### src/rtl/bin_to_bcd_seq_pkg.sv
// rtl/bin_to_bcd_seq_pkg.sv - shared state encoding and BCD constants for bin_to_bcd_seq
package bin_to_bcd_seq_pkg;

    typedef enum logic {
        IDLE = 1'b0,
        CONV = 1'b1
    } state_t;

    localparam int         BCD_W      = 4;
    localparam logic [3:0] ADJ_THRESH = 4'd5;
    localparam logic [3:0] ADJ_ADD    = 4'd3;
    localparam logic [3:0] SAT_DIGIT  = 4'd9;

endpackage

### src/rtl/bin_to_bcd_seq_if.sv
// rtl/bin_to_bcd_seq_if.sv - start/busy/done handshake and result bundle (negative exists with BIN_TO_BCD_SIGNED_EN)
interface bin_to_bcd_seq_if #(
    parameter int IN_W   = 13,
    parameter int DIGITS = 4
);
    logic                  start;
    logic [IN_W-1:0]       bin_in;
    logic                  busy;
    logic                  done;
    logic [4*DIGITS-1:0]   bcd_out;
    logic                  overflow;
`ifdef BIN_TO_BCD_SIGNED_EN
    logic                  negative;

    modport master (output start, bin_in, input busy, done, bcd_out, overflow, negative);
    modport slave  (input start, bin_in, output busy, done, bcd_out, overflow, negative);
`else
    modport master (output start, bin_in, input busy, done, bcd_out, overflow);
    modport slave  (input start, bin_in, output busy, done, bcd_out, overflow);
`endif
endinterface

### src/rtl/bcd_digit_adjust.sv
// rtl/bcd_digit_adjust.sv - double-dabble "if >=5 add 3" cell for one BCD digit
module bcd_digit_adjust
    import bin_to_bcd_seq_pkg::*;
(
    input  logic [BCD_W-1:0] d,
    output logic [BCD_W-1:0] q
);

    assign q = (d >= ADJ_THRESH) ? d + ADJ_ADD : d;

endmodule

### src/rtl/bin_to_bcd_seq.sv
// rtl/bin_to_bcd_seq.sv - bit-serial double-dabble converter; BIN_TO_BCD_SIGNED_EN converts |bin_in| and reports sign
module bin_to_bcd_seq
    import bin_to_bcd_seq_pkg::*;
#(
    parameter int IN_W   = 13,
    parameter int DIGITS = 4
) (
    input  logic             clk,
    input  logic             rst,
    bin_to_bcd_seq_if.slave  bus
);

    localparam int OUT_W = BCD_W * DIGITS;
    localparam int ACC_W = OUT_W + BCD_W;
    localparam int CNT_W = (IN_W > 1) ? $clog2(IN_W) : 1;

    state_t            state;
    logic [IN_W-1:0]   shift_q;
    logic [IN_W-1:0]   load_val;
    logic [ACC_W-1:0]  acc_q;
    logic [ACC_W-1:0]  acc_adj;
    logic [ACC_W-1:0]  acc_next;
    logic [CNT_W-1:0]  cnt_q;
    logic [OUT_W-1:0]  bcd_next;
    logic              ovf_next;

    genvar g;
    for (g = 0; g <= DIGITS; g++) begin : g_adj
        bcd_digit_adjust u_adj (
            .d (acc_q[g*BCD_W +: BCD_W]),
            .q (acc_adj[g*BCD_W +: BCD_W])
        );
    end

    assign acc_next = {acc_adj[ACC_W-2:0], shift_q[IN_W-1]};

`ifdef BIN_TO_BCD_SIGNED_EN
    logic neg_q;
    assign load_val = bus.bin_in[IN_W-1] ? (~bus.bin_in + IN_W'(1)) : bus.bin_in;
`else
    assign load_val = bus.bin_in;
`endif

    // A bit falling out of the extra digit during the final shift is also an overflow.
    always_comb begin
        ovf_next = acc_adj[ACC_W-1] || (acc_next[ACC_W-1 -: BCD_W] != '0);
        for (int i = 0; i < DIGITS; i++) begin
            if (acc_next[i*BCD_W +: BCD_W] > SAT_DIGIT) begin
                ovf_next = 1'b1;
            end
        end
        bcd_next = ovf_next ? {DIGITS{SAT_DIGIT}} : acc_next[OUT_W-1:0];
    end

    always_ff @(posedge clk or negedge rst) begin
        if (!rst) begin
            state        <= IDLE;
            shift_q      <= '0;
            acc_q        <= '0;
            cnt_q        <= '0;
            bus.busy     <= 1'b0;
            bus.done     <= 1'b0;
            bus.bcd_out  <= '0;
            bus.overflow <= 1'b0;
`ifdef BIN_TO_BCD_SIGNED_EN
            neg_q        <= 1'b0;
            bus.negative <= 1'b0;
`endif
        end else begin
            bus.done <= 1'b0;
            case (state)
                IDLE: begin
                    if (bus.start) begin
                        shift_q  <= load_val;
                        acc_q    <= '0;
                        cnt_q    <= '0;
                        bus.busy <= 1'b1;
                        state    <= CONV;
`ifdef BIN_TO_BCD_SIGNED_EN
                        neg_q    <= bus.bin_in[IN_W-1];
`endif
                    end
                end
                CONV: begin
                    acc_q   <= acc_next;
                    shift_q <= shift_q << 1;
                    cnt_q   <= cnt_q + CNT_W'(1);
                    if (cnt_q == CNT_W'(IN_W - 1)) begin
                        bus.bcd_out  <= bcd_next;
                        bus.overflow <= ovf_next;
                        bus.done     <= 1'b1;
                        bus.busy     <= 1'b0;
                        state        <= IDLE;
`ifdef BIN_TO_BCD_SIGNED_EN
                        bus.negative <= neg_q;
`endif
                    end
                end
                default: state <= IDLE;
            endcase
        end
    end

endmodule

### src/flat_wrapper.sv
// flat-port wrapper written by rule: the top's interface ports become plain ports
module bin_to_bcd_seq_flat import bin_to_bcd_seq_pkg::*;
#(
    parameter int IN_W   = 13,
    parameter int DIGITS = 4
)
  (clk, rst, bus_start, bus_bin_in, bus_busy, bus_done, bus_bcd_out, bus_overflow);
  bin_to_bcd_seq_if #(.IN_W(IN_W), .DIGITS(DIGITS)) bus_i ();
  input  logic clk;
  input  logic rst;
  input wire logic [$bits(bus_i.start)-1:0] bus_start;
  input wire logic [$bits(bus_i.bin_in)-1:0] bus_bin_in;
  output wire logic [$bits(bus_i.busy)-1:0] bus_busy;
  output wire logic [$bits(bus_i.done)-1:0] bus_done;
  output wire logic [$bits(bus_i.bcd_out)-1:0] bus_bcd_out;
  output wire logic [$bits(bus_i.overflow)-1:0] bus_overflow;
  assign bus_i.start = bus_start;
  assign bus_i.bin_in = bus_bin_in;
  assign bus_busy = bus_i.busy;
  assign bus_done = bus_i.done;
  assign bus_bcd_out = bus_i.bcd_out;
  assign bus_overflow = bus_i.overflow;
  bin_to_bcd_seq #(.IN_W(IN_W), .DIGITS(DIGITS)) u_core (.clk(clk), .rst(rst), .bus(bus_i));
endmodule
### config.mk
export PLATFORM = sky130hd
export DESIGN_NAME = bin_to_bcd_seq_flat
export DESIGN_NICKNAME = d
export VERILOG_FILES = /design/src/rtl/bin_to_bcd_seq_pkg.sv /design/src/rtl/bin_to_bcd_seq_if.sv /design/src/rtl/bcd_digit_adjust.sv /design/src/rtl/bin_to_bcd_seq.sv /design/src/flat_wrapper.sv
export SDC_FILE = /design/constraint.sdc
export NUM_CORES = 1
export LEC_CHECK = 0
export BUFFER_PORTS_ARGS = -buffer_cell sky130_fd_sc_hd__buf_2
export CELL_PAD_IN_SITES_DETAIL_PLACEMENT = 1
export CELL_PAD_IN_SITES_GLOBAL_PLACEMENT = 1
export CORE_MARGIN = 3
export CORE_UTILIZATION = 48
export DETAILED_ROUTE_END_ITERATION = 6
export GPL_ROUTABILITY_DRIVEN = 0
export PLACE_DENSITY = 0.92
export SLEW_MARGIN = 25
export SYNTH_ARGS = -nofsm -noshare
export SYNTH_HDL_FRONTEND = slang
export SYNTH_HIERARCHICAL = 1
export SYNTH_SLANG_ARGS = --single-unit
### constraint.sdc
create_clock -name clk -period 3.8 [get_ports clk]
set_input_delay 0.76 -clock clk [delete_from_list [all_inputs] [get_ports clk]]
set_output_delay 0.76 -clock clk [all_outputs]
set_load 0.01 [all_outputs]
==> flow_summary.toml, run 1 <==
[drt]
route.detailed.drc = 0
dr.pass1.iters = 4
ant_nets = 0
drt_iter0_markers = 92
wl_per_cell_um = 17.3
route.vias.total = 2258
wl_mm = 6.93
vias_per_cell = 5.65

[die]
ioPinCount = 35
core_um2 = 5640
placementRows = 27
dieArea_um2 = 6950
fp.dieW_um = 83.4
start_util = 0.510
die_y_um = 83.4

[synth]
yosysSeqAreaShare = 0.496
yosys.area.top_type = "dfrtp_1"
synth_cell_type_count = 30
syn-num-nets = 320
synth_top_cell_area_share = 0.496
syn_avg_cell_area_um2 = 9.85
syn_area_um2 = 2880
ys_warn_count = 6
syn_inst = 292
ys_ff_latch = 57
synthTopCellsByArea = "dfrtp_1 (50%), nand2_1 (6.8%), mux2i_1 (6.3%)"

[worst_hold_path]
hold_class = "reg -> reg"
min_to = "u_core/bus.bcd_out[1]"
min_path_cells = 2
hp-start = "u_core/bus.bcd_out[1]"

[worst_setup_path]
worstSetupPathType = "reg -> reg"
worstPathMaxFanout = 9
timing.rr.end = "u_core/bus.bcd_out[15]"
cp-start-kind = "flip-flop"
reg2reg_slack_ps = 1300
rr_worst_depth = 7
critPathRequiredTime_ps = 3960
arrival_ps = 2660
crit_slowest_cell = "nor2b_1"
cp-end-kind = "flip-flop"
rr_startpoint = "u_core/acc_q[16]"
path_cells = "ha_1 -> nand2b_1 -> a21oi_2 -> xnor2_1 -> nor4_2 -> nor2b_1 -> a31oi_1"
critPathMaxStageDelay_ps = 690

[run]
drv_cap = 0

[timing]
finalCriticalPeriod_ps = 2500
hold_viol_final = 0
rsz0062_at_grt = "false"
tightest_slew_ps = 957
relSlewSlack = 0.361
finalSetupViolCount = 0
layout_worst_path_cycle_share = 0.657
fin_skew_ps = 6.26
drv_slew = 0
timing.final.ws_setup_ps = 1300
setup_tns_ps = 0
clock.fmax_mhz = 400

[clock_tree]
post_cts_buffers = 0
cts.sinks = 57
clockBufferDepth = 2
ctsResizeCount = 0
cts_buffers = 9
root_buffer = "clkbuf_8"
clk_latency_ps = 330
cts_tree = "yes"
cts_hold_buf = 0
htree_levels = 3
clk_pin_slew_ps = 70

[layout]
fin_nets = 351
drive_above_1_share = 0.183
fillers = 655
final_cells = 400
fin_util = 0.580
num_antenna_cells = 0
syn_to_final_growth_pct = 13.9
postLayoutCellArea_um2 = 3270

[pwr]
sw_frac_of_total = 0.427
internal_power_mw = 1.84
p_leak_nw = 1.56
power_frac_clock = 0.189
p_sw_mw = 1.37
p_seq_frac = 0.347
powerDensity_nw_per_um2 = 981
ir_drop_uv = 480
combPwrFrac = 0.464

[global_routing]
grt_pass1_wl_mm = 11.9
grt_antenna_before_repair = 0
grt_util_all_layers = 0.214
overflow = 0
grt_start_max_net_pins = 35
first_global_vias = 2458

[placement]
placed_area_um2 = 3060
dp_slack_ps = 1330
io_buffers = 34
dpl.hpwl_mm = 4.85
place_inst = 384

[outcome]
outcome = "complete, no violations"
-- synthesized netlist by cell type (all sizes together) --
| master | count |
|---|---|
| clkbuf | 5 |
| o21ai | 28 |
| xor2 | 1 |
| dfrtp | 57 |
| xnor2 | 6 |
| a21oi | 6 |
| mux2i | 18 |
| nor2 | 26 |
| inv | 14 |
| nand2 | 52 |
| a31oi | 9 |
| o22ai | 1 |
| and4 | 1 |
| buf | 11 |
| o31ai | 9 |
| nand2b | 11 |
| nand4 | 2 |
| a22o | 20 |
| nand3 | 1 |
| nor4 | 1 |
| nor2b | 1 |
| ha | 12 |
-- logic make-up after synthesis --
group | synth area share
buffers and inverters | 0.0483
and+or+nand+nor | 0.148
adders and majority gates | 0.0522
DFF | 0.496
xor gates and xnor gates | 0.0213
AOI/OAI and AO/OA | 0.172
muxes | 0.0627
-- power groups by stage --
| stage | Combinational (mW) | Sequential [mW] | Clock (mW) |
|---|---|---|---|
| 6_report | 1.49 | 1.12 | 0.607 |
| 5_1_grt | 1.67 | 1.16 | 0.655 |
| 2_1_floorplan | 1.10 | 1.08 | 0 |
| 3_5_place_dp | 1.48 | 1.13 | 0 |
| 4_1_cts | 1.50 | 1.12 | 0.623 |
| 3_3_place_gp | 1.39 | 1.10 | 0 |
-- worst max-delay path by stage --
| stage | depth (start not counted) | startpoint | end | slack [ps] |
|---|---|---|---|---|
| after CTS | 7 | u_core/acc_q[16] | u_core/bus.bcd_out[15] | 1310 |
| after global routing | 7 | u_core/acc_q[16] | u_core/bus.bcd_out[7] | 1130 |
| after detailed placement | 8 | u_core/acc_q[17] | u_core/bus.bcd_out[15] | 1330 |
| after floorplan | 8 | u_core/acc_q[4] | u_core/bus.overflow | 1900 |
| after global placement | 7 | u_core/acc_q[16] | u_core/bus.overflow | 1440 |
| final | 7 | u_core/acc_q[16] | u_core/bus.bcd_out[15] | 1300 |
-- critical path, delay by kind of cell, from the launching register on --
kind	cells	cell delay, ps
simple gates	3	1170
fa+ha+maj	1	210
compound gates	2	380
flops	1	430
xor+xnor	1	130
-- sequential cells by signal, indices dropped and copies added, names as in the netlist --
signal and cells:
u_core/acc_q 20, u_core/bus.bcd_out 16, u_core/shift_q 13, u_core/cnt_q 4, u_core/bus.busy 1, u_core/bus.done 1, u_core/bus.overflow 1, u_core/state 1
-- metrics by stage --
| step | power (mW) | hold WS (ps) |
|---|---|---|
| after floorplan | 2.18 | 452 |
| after global placement | 2.50 | 462 |
| after detailed placement | 2.61 | 470 |
| after CTS | 3.24 | 485 |
| after global routing | 3.48 | 528 |
| final | 3.21 | 480 |
-- cell usage in the layout, fill, tap and decap left out --
master,n
dfrtp_1,57
nand2_1,52
buf_2,34
nor2_1,25
o21ai_0,21
a22o_1,20
mux2i_1,18
inv_1,13
ha_1,12
nand2b_1,11
clkbuf_8,9
o31ai_1,9
a31oi_1,9
o21ai_1,7
xnor2_1,6
a21oi_2,5
clkinv_2,3
bufinv_16,2
buf_4,2
clkbuf_1,1
clkinvlp_4,1
nand4_4,1
inv_2,1
nor2_2,1
o22ai_1,1
nor4_2,1
nand4_1,1
a21oi_1,1
nor2b_1,1
and4_1,1
nand3_1,1
xor2_1,1
-- routing by layer --
metal | GRT usage | share of wire | vias up
met5 | 0 | 0 | -
met3 | 0.0734 | 0.058 | 10
li1 | - | - | 1070
met1 | 0.271 | 0.44 | 1123
met2 | 0.344 | 0.49 | 55
met4 | 0.0713 | 0.015 | 0
-- area by class of cell --
cell class	count	area, um2	share of cell area
Timing Repair Buffer	36	185	0.0566
Inverter	14	52.6	0.0160
Sequential cell	57	1430	0.436
Tap cell	72	90.1	0.0275
Clock inverter	6	82.6	0.0252
Clock buffer	10	128	0.0390
Multi-Input combinational cell	205	1310	0.400
(Power assumes the default switching activity.)
==> inputs of run 2 (changes only) <==
Settings changed: ABC_AREA from default to 1, CORE_UTILIZATION 48 to 44, PLACE_DENSITY 0.92 to 0.88.
Clock period 3.8 ns to 2.35 ns, I/O delays scaled along.
==> run 2 against run 1 <==
  * Sequential share of layout area down 3.4 points
  * Via count rose by 16%
  * Design area grew 8.6%
  * Largest power group unchanged
==> flow_summary.toml, run 2 <==
[die]
core_um2 = 6570
start_util = 0.468
die_y_um = 89.6
fp.dieW_um = 89.6
dieArea_um2 = 8030
ioPinCount = 35
placementRows = 29

[drt]
ant_nets = 0
wl_per_cell_um = 16.3
drt_iter0_markers = 107
dr.pass1.iters = 5
route.detailed.drc = 0
vias_per_cell = 5.20
route.vias.total = 2617
wl_mm = 8.19

[pwr]
powerDensity_nw_per_um2 = 1540
combPwrFrac = 0.497
power_frac_clock = 0.178
p_leak_nw = 1.75
p_seq_frac = 0.325
internal_power_mw = 2.93
p_sw_mw = 2.53
ir_drop_uv = 882
sw_frac_of_total = 0.463

[worst_setup_path]
critPathTopFamily = "simple AND/OR/NAND/NOR gates"
critPathRequiredTime_ps = 2560
worstSetupPathType = "reg -> reg"
path_cells = "inv_1 -> ha_1 -> nor2_4 -> o21ai_0 -> nand2_1 -> o21ai_0 -> nand2_1 -> nor2_2 -> nand2_1 -> nand2_2 -> nand2_1"
cp_num_buf_inv = 1
worstSetupStartpoint = "u_core/acc_q[12]"
rr_startpoint = "u_core/acc_q[12]"
crit_slowest_cell = "dfrtp_1"
worstPathMaxFanout = 9
critPathMaxStageDelay_ps = 440
worst-path-stages = 11
path_common_cell = "nand2_1"
rr_worst_depth = 11
cp-end-kind = "flip-flop"
cp-start-kind = "flip-flop"
arrival_ps = 2260

[timing]
hold_viol_final = 0
clock.fmax_mhz = 487
setup_tns_ps = 0
rsz0062_at_grt = "false"
fin_skew_ps = 10.1
finalSetupViolCount = 0
layout_worst_path_cycle_share = 0.873
drv_slew = 0
finalCriticalPeriod_ps = 2050
relSlewSlack = 0.661
tightest_slew_ps = 508

[layout]
final_cell_mix = "nand2_1 (102), dfrtp_1 (57), inv_1 (40)"
layout_commonest_cell = "nand2_1"
fin_nets = 433
reg_top3 = "u_core/acc_q x20, u_core/bus.bcd_out x16, u_core/shift_q x13"
largest_register_ffs = 20
syn_to_final_growth_pct = 15.6
fin_util = 0.541
fillers = 819
largest_register = "u_core/acc_q"
final_cells = 503
num_antenna_cells = 0
drive_above_1_share = 0.246

[synth]
synthArstFlopShare = 1.00
yosys.area.top_type = "dfrtp_1"
syn-num-nets = 392
synth_top_cell_area_share = 0.464
ys.flop_type = "dfrtp_1"
synth-edff-count = 0
synth_common_cells = "nand2_1 (102), dfrtp_1 (57), inv_1 (40), o21ai_0 (31), nor2_1 (22)"
syn_area_um2 = 3080
synthTopCellsByArea = "dfrtp_1 (46%), nand2_1 (12%), o21ai_0 (5.0%)"
yosysSeqAreaShare = 0.464
ys_warn_count = 6
syn_inst = 364
synth_cell_type_count = 28
ys_ff_latch = 57
synthMostInstantiatedCell = "nand2_1"
syn_avg_cell_area_um2 = 8.45

[global_routing]
grt_antenna_before_repair = 0
grt_pass1_wl_mm = 13.4
grt_start_max_net_pins = 29
grt_util_all_layers = 0.222
first_global_vias = 2668
overflow = 0

[clock_tree]
clk_pin_slew_ps = 80
clk_latency_ps = 340
cts_tree = "yes"
cts.sinks = 57
htree_levels = 3
ctsResizeCount = 0
clockBufferDepth = 2
root_buffer = "clkbuf_8"
cts_hold_buf = 0
cts_buffers = 9
post_cts_buffers = 0

[placement]
dpl.hpwl_mm = 5.48
io_buffers = 34
place_inst = 487

[worst_hold_path]
hold_class = "in -> async"

[outcome]
outcome = "complete, no violations"

[run]
drv_cap = 0
-- run 2: cell types whose count changed in the layout (fill, tap and decap cells not counted), sizes merged, moves of 12 or more --
cell / change
nand2: +57
inv: +34
mux2i: -18
nor2: +15
nand3: +14
a22o: -12
-- run 2: routing by layer --
layer,part of all wire,global-route usage,routed length (um)
met1,0.43,0.281,3540
met2,0.52,0.376,4220
met3,0.038,0.0566,312
met4,0.014,0.0609,115
met5,0,0,0
-- run 2: cells by family after synthesis --
| group | share of synthesized area |
|---|---|
| AO/OA/AOI/OAI | 0.155 |
| buffers and inverters | 0.0797 |
| flip-flops | 0.464 |
| adder cells (fa/ha/maj) | 0.0488 |
| AND/OR/NAND/NOR | 0.253 |
-- run 2: final timing paths --
path,end,slack [ps]
worst max register to register,u_core/bus.bcd_out[8],300
min in group clk,u_core/shift_q[8],330
worst min-delay path,u_core/shift_q[11],50
max in group asynchronous,u_core/acc_q[14],1570
worst max-delay path,u_core/bus.bcd_out[8],300
worst min register to register,u_core/bus.bcd_out[2],480
-- run 2: final cells by class --
cell class	count	area, um2	area share
clock buffers	12	155	0.0436
clock inverters	4	51.3	0.0144
inverters	48	180	0.0507
multi-input cells	248	1400	0.395
flip-flops and latches	57	1430	0.401
well taps	93	116	0.0327
repair buffers	41	223	0.0626
-- run 2: per-stage QoR --
step	setup WS [ps]	hold slack [ps]	instance area (um2)	total power, mW
detailed placement	356	422	3350	4.43
floorplan	530	174	3080	3.67
global placement	428	418	3350	4.27
global route	117	52.4	3560	5.90
finish	299	48.7	3560	5.46
CTS	312	46.8	3560	5.48
-- run 2: power by group through the flow --
stage | sequential [mW] | clock [mW] | combinational, mW
2_1_floorplan | 1.71 | 0 | 1.96
3_3_place_gp | 1.75 | 0 | 2.51
3_5_place_dp | 1.78 | 0 | 2.65
4_1_cts | 1.77 | 0.978 | 2.73
5_1_grt | 1.83 | 1.03 | 3.03
6_report | 1.77 | 0.970 | 2.72
